$ cat config.mk
export PLATFORM = sky130hd
export DESIGN_NAME = uart_rx_capture
export DESIGN_NICKNAME = d
export VERILOG_FILES = /design/src/rtl/uart_rx_capture.sv
export SDC_FILE = /design/constraint.sdc
export NUM_CORES = 1
export LEC_CHECK = 0
export ABC_CLOCK_PERIOD_IN_PS = 2500
export BUFFER_PORTS_ARGS = -buffer_cell sky130_fd_sc_hd__buf_4
export CELL_PAD_IN_SITES_DETAIL_PLACEMENT = 2
export CELL_PAD_IN_SITES_GLOBAL_PLACEMENT = 2
export CORE_MARGIN = 2
export CORE_UTILIZATION = 40
export CTS_BUF_LIST = sky130_fd_sc_hd__clkbuf_4 sky130_fd_sc_hd__clkbuf_8
export DETAILED_ROUTE_END_ITERATION = 7
export GPL_TIMING_DRIVEN = 0
export MAX_ROUTING_LAYER = met4
export PLACE_DENSITY_LB_ADDON = 0.1
export SLEW_MARGIN = 10
export SYNTH_ARGS = -nofsm -noshare
export SYNTH_HDL_FRONTEND = slang
export SYNTH_SLANG_ARGS = --single-unit
$ cat constraint.sdc
create_clock -name clk -period 2.5 [get_ports clk]
set_input_delay 0.625 -clock clk [delete_from_list [all_inputs] [get_ports clk]]
set_output_delay 0.625 -clock clk [all_outputs]
set_load 0.005 [all_outputs]
$ cat src/rtl/uart_rx_capture.sv
// uart_rx_capture: 8N1 UART receiver. It synchronises the serial line,
// recovers bytes with a mid-bit sampling FSM and queues them in a small FIFO
// behind a valid/ready stream. Framing errors and overruns are sticky flags.
//
// state     | meaning
// ----------+-----------------------------------------------------------
// IDLE      | line idle, waiting for a falling edge on the synced rx
// START     | half-bit wait, then confirm the start bit is still low
// DATA      | sample 8 data bits at bit centres, LSB first
// STOP      | sample stop bit; high pushes the byte, low flags a frame error
// WAIT_HIGH | after a bad stop bit, hold off until the line returns high

module uart_rx_capture #(
  parameter int CLKS_PER_BIT    = 868,
  parameter int FIFO_DEPTH_LOG2 = 4
) (
  input  logic                     clk,
  input  logic                     rst_n,
  input  logic                     rx,
  output logic [7:0]               m_data,
  output logic                     m_valid,
  input  logic                     m_ready,
  output logic                     frame_err,
  output logic                     overrun,
  input  logic                     clr_err,
  output logic [FIFO_DEPTH_LOG2:0] level
);

  localparam int CW    = (CLKS_PER_BIT > 1) ? $clog2(CLKS_PER_BIT) : 1;
  localparam int AW    = FIFO_DEPTH_LOG2;
  localparam int DEPTH = 1 << AW;

  localparam logic [CW-1:0] HALF_LOAD = CW'(CLKS_PER_BIT / 2 - 1);
  localparam logic [CW-1:0] FULL_LOAD = CW'(CLKS_PER_BIT - 1);
  localparam logic [CW-1:0] CNT_ONE   = CW'(1);
  localparam logic [AW:0]   PTR_ONE   = (AW + 1)'(1);

  typedef enum logic [2:0] {
    S_IDLE,
    S_START,
    S_DATA,
    S_STOP,
    S_WAIT_HIGH
  } state_t;

  state_t        state_q, state_d;
  logic [CW-1:0] cnt_q, cnt_d;
  logic [2:0]    bit_idx_q, bit_idx_d;
  logic [7:0]    shift_q, shift_d;
  logic          rx_meta, rx_s;
  logic          push, frame_set, tick;

  logic [7:0]    mem [DEPTH];
  logic [AW:0]   wr_ptr, rd_ptr;
  logic          empty, full, pop, push_ok, overrun_set;

  // two-flop synchroniser; idle-high reset so reset never looks like a start bit
  always_ff @(posedge clk or negedge rst_n) begin
    if (!rst_n) begin
      rx_meta <= 1'b1;
      rx_s    <= 1'b1;
    end else begin
      rx_meta <= rx;
      rx_s    <= rx_meta;
    end
  end

  // receiver state, bit timer, bit index and shift register
  always_ff @(posedge clk or negedge rst_n) begin
    if (!rst_n) begin
      state_q   <= S_IDLE;
      cnt_q     <= '0;
      bit_idx_q <= '0;
      shift_q   <= '0;
    end else begin
      state_q   <= state_d;
      cnt_q     <= cnt_d;
      bit_idx_q <= bit_idx_d;
      shift_q   <= shift_d;
    end
  end

  assign tick = (cnt_q == '0);

  // next-state logic; timer counts down and a zero count marks a sample point
  always_comb begin
    state_d   = state_q;
    cnt_d     = cnt_q;
    bit_idx_d = bit_idx_q;
    shift_d   = shift_q;
    push      = 1'b0;
    frame_set = 1'b0;
    case (state_q)
      S_IDLE: begin
        if (!rx_s) begin
          state_d = S_START;
          cnt_d   = HALF_LOAD;
        end
      end
      S_START: begin
        if (tick) begin
          if (rx_s) begin
            state_d = S_IDLE;
          end else begin
            state_d   = S_DATA;
            cnt_d     = FULL_LOAD;
            bit_idx_d = '0;
          end
        end else begin
          cnt_d = cnt_q - CNT_ONE;
        end
      end
      S_DATA: begin
        if (tick) begin
          shift_d = {rx_s, shift_q[7:1]};
          cnt_d   = FULL_LOAD;
          if (bit_idx_q == 3'd7) begin
            state_d = S_STOP;
          end else begin
            bit_idx_d = bit_idx_q + 3'd1;
          end
        end else begin
          cnt_d = cnt_q - CNT_ONE;
        end
      end
      S_STOP: begin
        if (tick) begin
          if (rx_s) begin
            push    = 1'b1;
            state_d = S_IDLE;
          end else begin
            frame_set = 1'b1;
            state_d   = S_WAIT_HIGH;
          end
        end else begin
          cnt_d = cnt_q - CNT_ONE;
        end
      end
      S_WAIT_HIGH: begin
        if (rx_s) state_d = S_IDLE;
      end
      default: state_d = S_IDLE;
    endcase
  end

  assign empty       = (wr_ptr == rd_ptr);
  assign full        = (wr_ptr[AW] != rd_ptr[AW]) && (wr_ptr[AW-1:0] == rd_ptr[AW-1:0]);
  assign pop         = !empty && m_ready;
  // a same-cycle pop frees the slot, so a full FIFO still accepts the push
  assign push_ok     = push && (!full || pop);
  assign overrun_set = push && full && !pop;

  // FIFO storage; contents are don't-care until written, so no reset
  always_ff @(posedge clk) begin
    if (push_ok) mem[wr_ptr[AW-1:0]] <= shift_q;
  end

  // FIFO pointers, one extra wrap bit distinguishes full from empty
  always_ff @(posedge clk or negedge rst_n) begin
    if (!rst_n) begin
      wr_ptr <= '0;
      rd_ptr <= '0;
    end else begin
      if (push_ok) wr_ptr <= wr_ptr + PTR_ONE;
      if (pop)     rd_ptr <= rd_ptr + PTR_ONE;
    end
  end

  // sticky error flags; a new event outranks a same-cycle clear
  always_ff @(posedge clk or negedge rst_n) begin
    if (!rst_n) begin
      frame_err <= 1'b0;
      overrun   <= 1'b0;
    end else begin
      frame_err <= frame_set   || (frame_err && !clr_err);
      overrun   <= overrun_set || (overrun && !clr_err);
    end
  end

  assign m_valid = !empty;
  assign m_data  = empty ? 8'h00 : mem[rd_ptr[AW-1:0]];
  assign level   = wr_ptr - rd_ptr;

endmodule

==> flow_summary.ini <==
[outcome]
run_status = complete, but fails checks
violations = negative setup slack

[detailed_routing]
routedWlPerCell_um = 26.3
drc_errors = 0
wl_um = 18800
vias = 4024
drtIter0Drc = 179
ant_nets = 0
avgViaCountPerCell = 5.64
first_pass_iters = 4

[yosys]
yosysUniqueCellTypes = 63
syn-num-nets = 440
synth_top_flop_cell = edfxtp_1
synth.area.top_cells = edfxtp_1 (54%), dfrtp_1 (13%), mux4_2 (10%)
synth_seq_cells = 166
synth_area_sq_um = 7120
postSynthCellCount = 421
synth_top_area_share_pct = 54.0
ys_seq_area_share_pct = 67.3
syn_avg_cell_area_sq_um = 16.9
yosysTopAreaCell = edfxtp_1
yosys_warnings = 0
postSynth.asyncResetShare_pct = 22.9
synth_edf_count = 128

[sta]
min_period_ns = 2.85
hold_viol = 0
layout_worst_path_cycle_share_pct = 114
skew_ns = 0.0177
maxSlewHeadroom_pct = 50.1
slew_violations = 0
final-setup-viol-count = 13
rsz0062_at_grt = true
worst_slew_pin_slew_ns = 0.746
setup_ws_ns = -0.352
fmax_mhz = 351

[setup_path]
setup.worst_path.end = m_data[4]
crit_top_cell = buf_12
arrival_ns = 2.23
crit_cells = 6
crit_slowest_cell = mux4_2
worst-path-buf-inv = 3
crit_family = multiplexers
r2r-start = rd_ptr[1]
crit_path_max_incr_delay_ns = 0.56
reg2reg_to = mem[15][0]
crit_required_ns = 1.88
crit_fanout = 9
path_class = flip-flop to primary output
worstSetupStartpoint = rd_ptr[0]
path_cells = buf_12 > buf_12 > mux4_2 > mux2i_2 > o22ai_2 > buf_4
endpoint_kind = primary output
r2r_slack_ns = 0.12
r2r_cells = 9
worstSetupStartpointType = flip-flop

[place]
io_buffers = 20
dp_hpwl_um = 12200
dp_slack_ns = -1.02
gp_routability_congestion = 0.754

[clock_tree]
clock_sinks = 166
numCtsBuffers = 17
ctsHtreeMaxLevel = 4
clkSlewWorstSetupHoldPaths_ns = 0.09
cts-root-buf = clkbuf_8
clock_latency_ns = 0.45
clock_path_buffers = 2
tritoncts = done

[global_routing]
grt_max_degree = 39
antenna_found_initial = 0
track_usage_pct = 21.8
grt_remaining_overflow = 0
grt_pass1_vias = 4451
grt_pass1_wl_um = 28400

[pwr]
vdd_drop_max_mv = 0.631
internal-power_mw = 4.72
seq_power_share_pct = 45.0
p_sw_mw = 2.03
p_sw_share_pct = 30.1
power.total_mw = 6.75
p_comb_share_pct = 30.5
power.density_nw_per_um2 = 782
clkPwrFrac_pct = 24.5
p_leak_nw = 3.32

[layout]
n_antenna_cell = 0
syn_to_final_growth_pct = 21.2
nets = 497
drive_gt1_share_pct = 40.2

[die]
die_x_um = 137
die_area_sq_um = 18900
core_sq_um = 17400
die_h_um = 137
io_pins = 21
placementRows = 48
start_util_pct = 41.0

[min_path]
hold_class = input pin to async pin

[flow_run]
maxCapViolations = 0
## cell usage in the layout, fill, tap and decap left out, drive strengths merged, types with 7 or more instances in the layout
cell type and n:
edfxtp 128, mux4 32, buf 51, o22ai 12, inv 22, xnor2 9
mux2 11, clkbuf 25, nor3 8, clkinv 7, ha 13, mux2i 17
nand2 13, and2 12, dfrtp 36, o21ai 7
## Yosys cell counts, types with 5 or more instances
| cell type | count |
|---|---|
| edfxtp_1 | 128 |
| dfrtp_1 | 36 |
| mux4_2 | 32 |
| inv_1 | 20 |
| mux2i_1 | 17 |
| ha_1 | 13 |
| and2_1 | 12 |
| nand2_1 | 12 |
| o22ai_1 | 12 |
| mux2_2 | 10 |
| xnor2_1 | 9 |
| buf_2 | 8 |
| o21ai_0 | 7 |
| a21oi_1 | 6 |
| clkbuf_1 | 6 |
| nor2_1 | 6 |
| nor3_1 | 6 |
| a211oi_1 | 5 |
| and4_1 | 5 |
| nand3_1 | 5 |
| nand4_1 | 5 |
| o31ai_1 | 5 |
## power groups by stage
stage                     registers, mW  logic, mW  clock network (mW)
after floorplan                    3.08      0.816                   0
after global placement             3.10       1.22                   0
after detailed placement           3.10       1.25                   0
after CTS                          3.04       2.01                1.70
after global routing               3.05       2.20                1.78
final                              3.04       2.06                1.65
## kinds of logic (layout without fill, tap and decap cells)
group / count (synthesis) / in the layout / synth area share, %
AOI/OAI and AO/OA: 55 / 55 / 5.37
xor gates and xnor gates: 13 / 13 / 1.60
adders and majority gates: 14 / 14 / 2.56
buffers and inverters: 39 / 106 / 2.25
DFF: 166 / 166 / 67.3
muxes: 60 / 60 / 14.3
and+or+nand+nor: 74 / 74 / 6.59
## worst register-to-register path, stage by stage (launching register included)
cell	delay (ns)
dfrtp_1	0.40
buf_8	0.13
clkbuf_16	0.15
inv_8	0.03
ha_4	0.26
buf_4	0.10
nand4_1	0.14
o31ai_4	0.50
nor2_4	0.12
and4_4	0.30
## cell type report
class                           count  area [sq um]
Buffer                             18           210
Timing Repair Buffer               38           312
Tap cell                          225           282
Sequential cell                   166          4800
Multi-Input combinational cell    216          2620
Inverter                           21          91.3
Clock inverter                      9          58.8
Clock buffer                       20           256
Fill cell                        1584          8720
## per-layer routing
layer | up-vias | global-route usage (%) | routed length [um] | part of all wire [%]
li1 | 1787 | - | - | -
met2 | 64 | 35.4 | 9790 | 52
met3 | 13 | 3.53 | 465 | 2.5
met1 | 2160 | 29.0 | 8310 | 44
met4 | 0 | 5.61 | 201 | 1.1
met5 | - | - | 0 | 0
## repair_timing
action / in CTS / in global routing
buffers inserted: 16 / 3
gates cloned: 0 / 0
hold buffers: 0 / 0
resized for setup: 121 / 31
setup endpoints to repair: 152 / 141
pin swaps: 10 / 8
## stage by stage
stage / utilization [%] / setup TNS [ns] / hold WS, ns / cells / area, sq um
after floorplan: - / 0 / 0.329 / 421 / 7130
after global placement: 43.5 / -111.96 / 0.347 / 666 / 7560
after detailed placement: 43.5 / -135.99 / 0.352 / 666 / 7560
after CTS: 49.1 / -3.30 / 0.138 / 711 / 8530
after global routing: 49.8 / -4.53 / 0.162 / 713 / 8640
final: 49.8 / -3.12 / 0.157 / 713 / 8640
## flip-flops by register name (all words and copies together) (netlist names)
signal	cells
shift_q	8
state_q	3
frame_err	1
rx_meta	1
overrun	1
wr_ptr	5
rx_s	1
mem	128
cnt_q	10
bit_idx_q	3
rd_ptr	5
## worst min-delay path by stage
stage	from	endpoint	slack [ns]	depth (start not counted)
final	rst_n	cnt_q[0]	0.16	1
after global routing	rst_n	cnt_q[2]	0.16	1
after CTS	rst_n	cnt_q[0]	0.14	1
after detailed placement	rx_meta	rx_s	0.35	0
after global placement	rx_meta	rx_s	0.35	0
after floorplan	rst_n	bit_idx_q[0]	0.33	0
(Power assumes the default switching activity.)
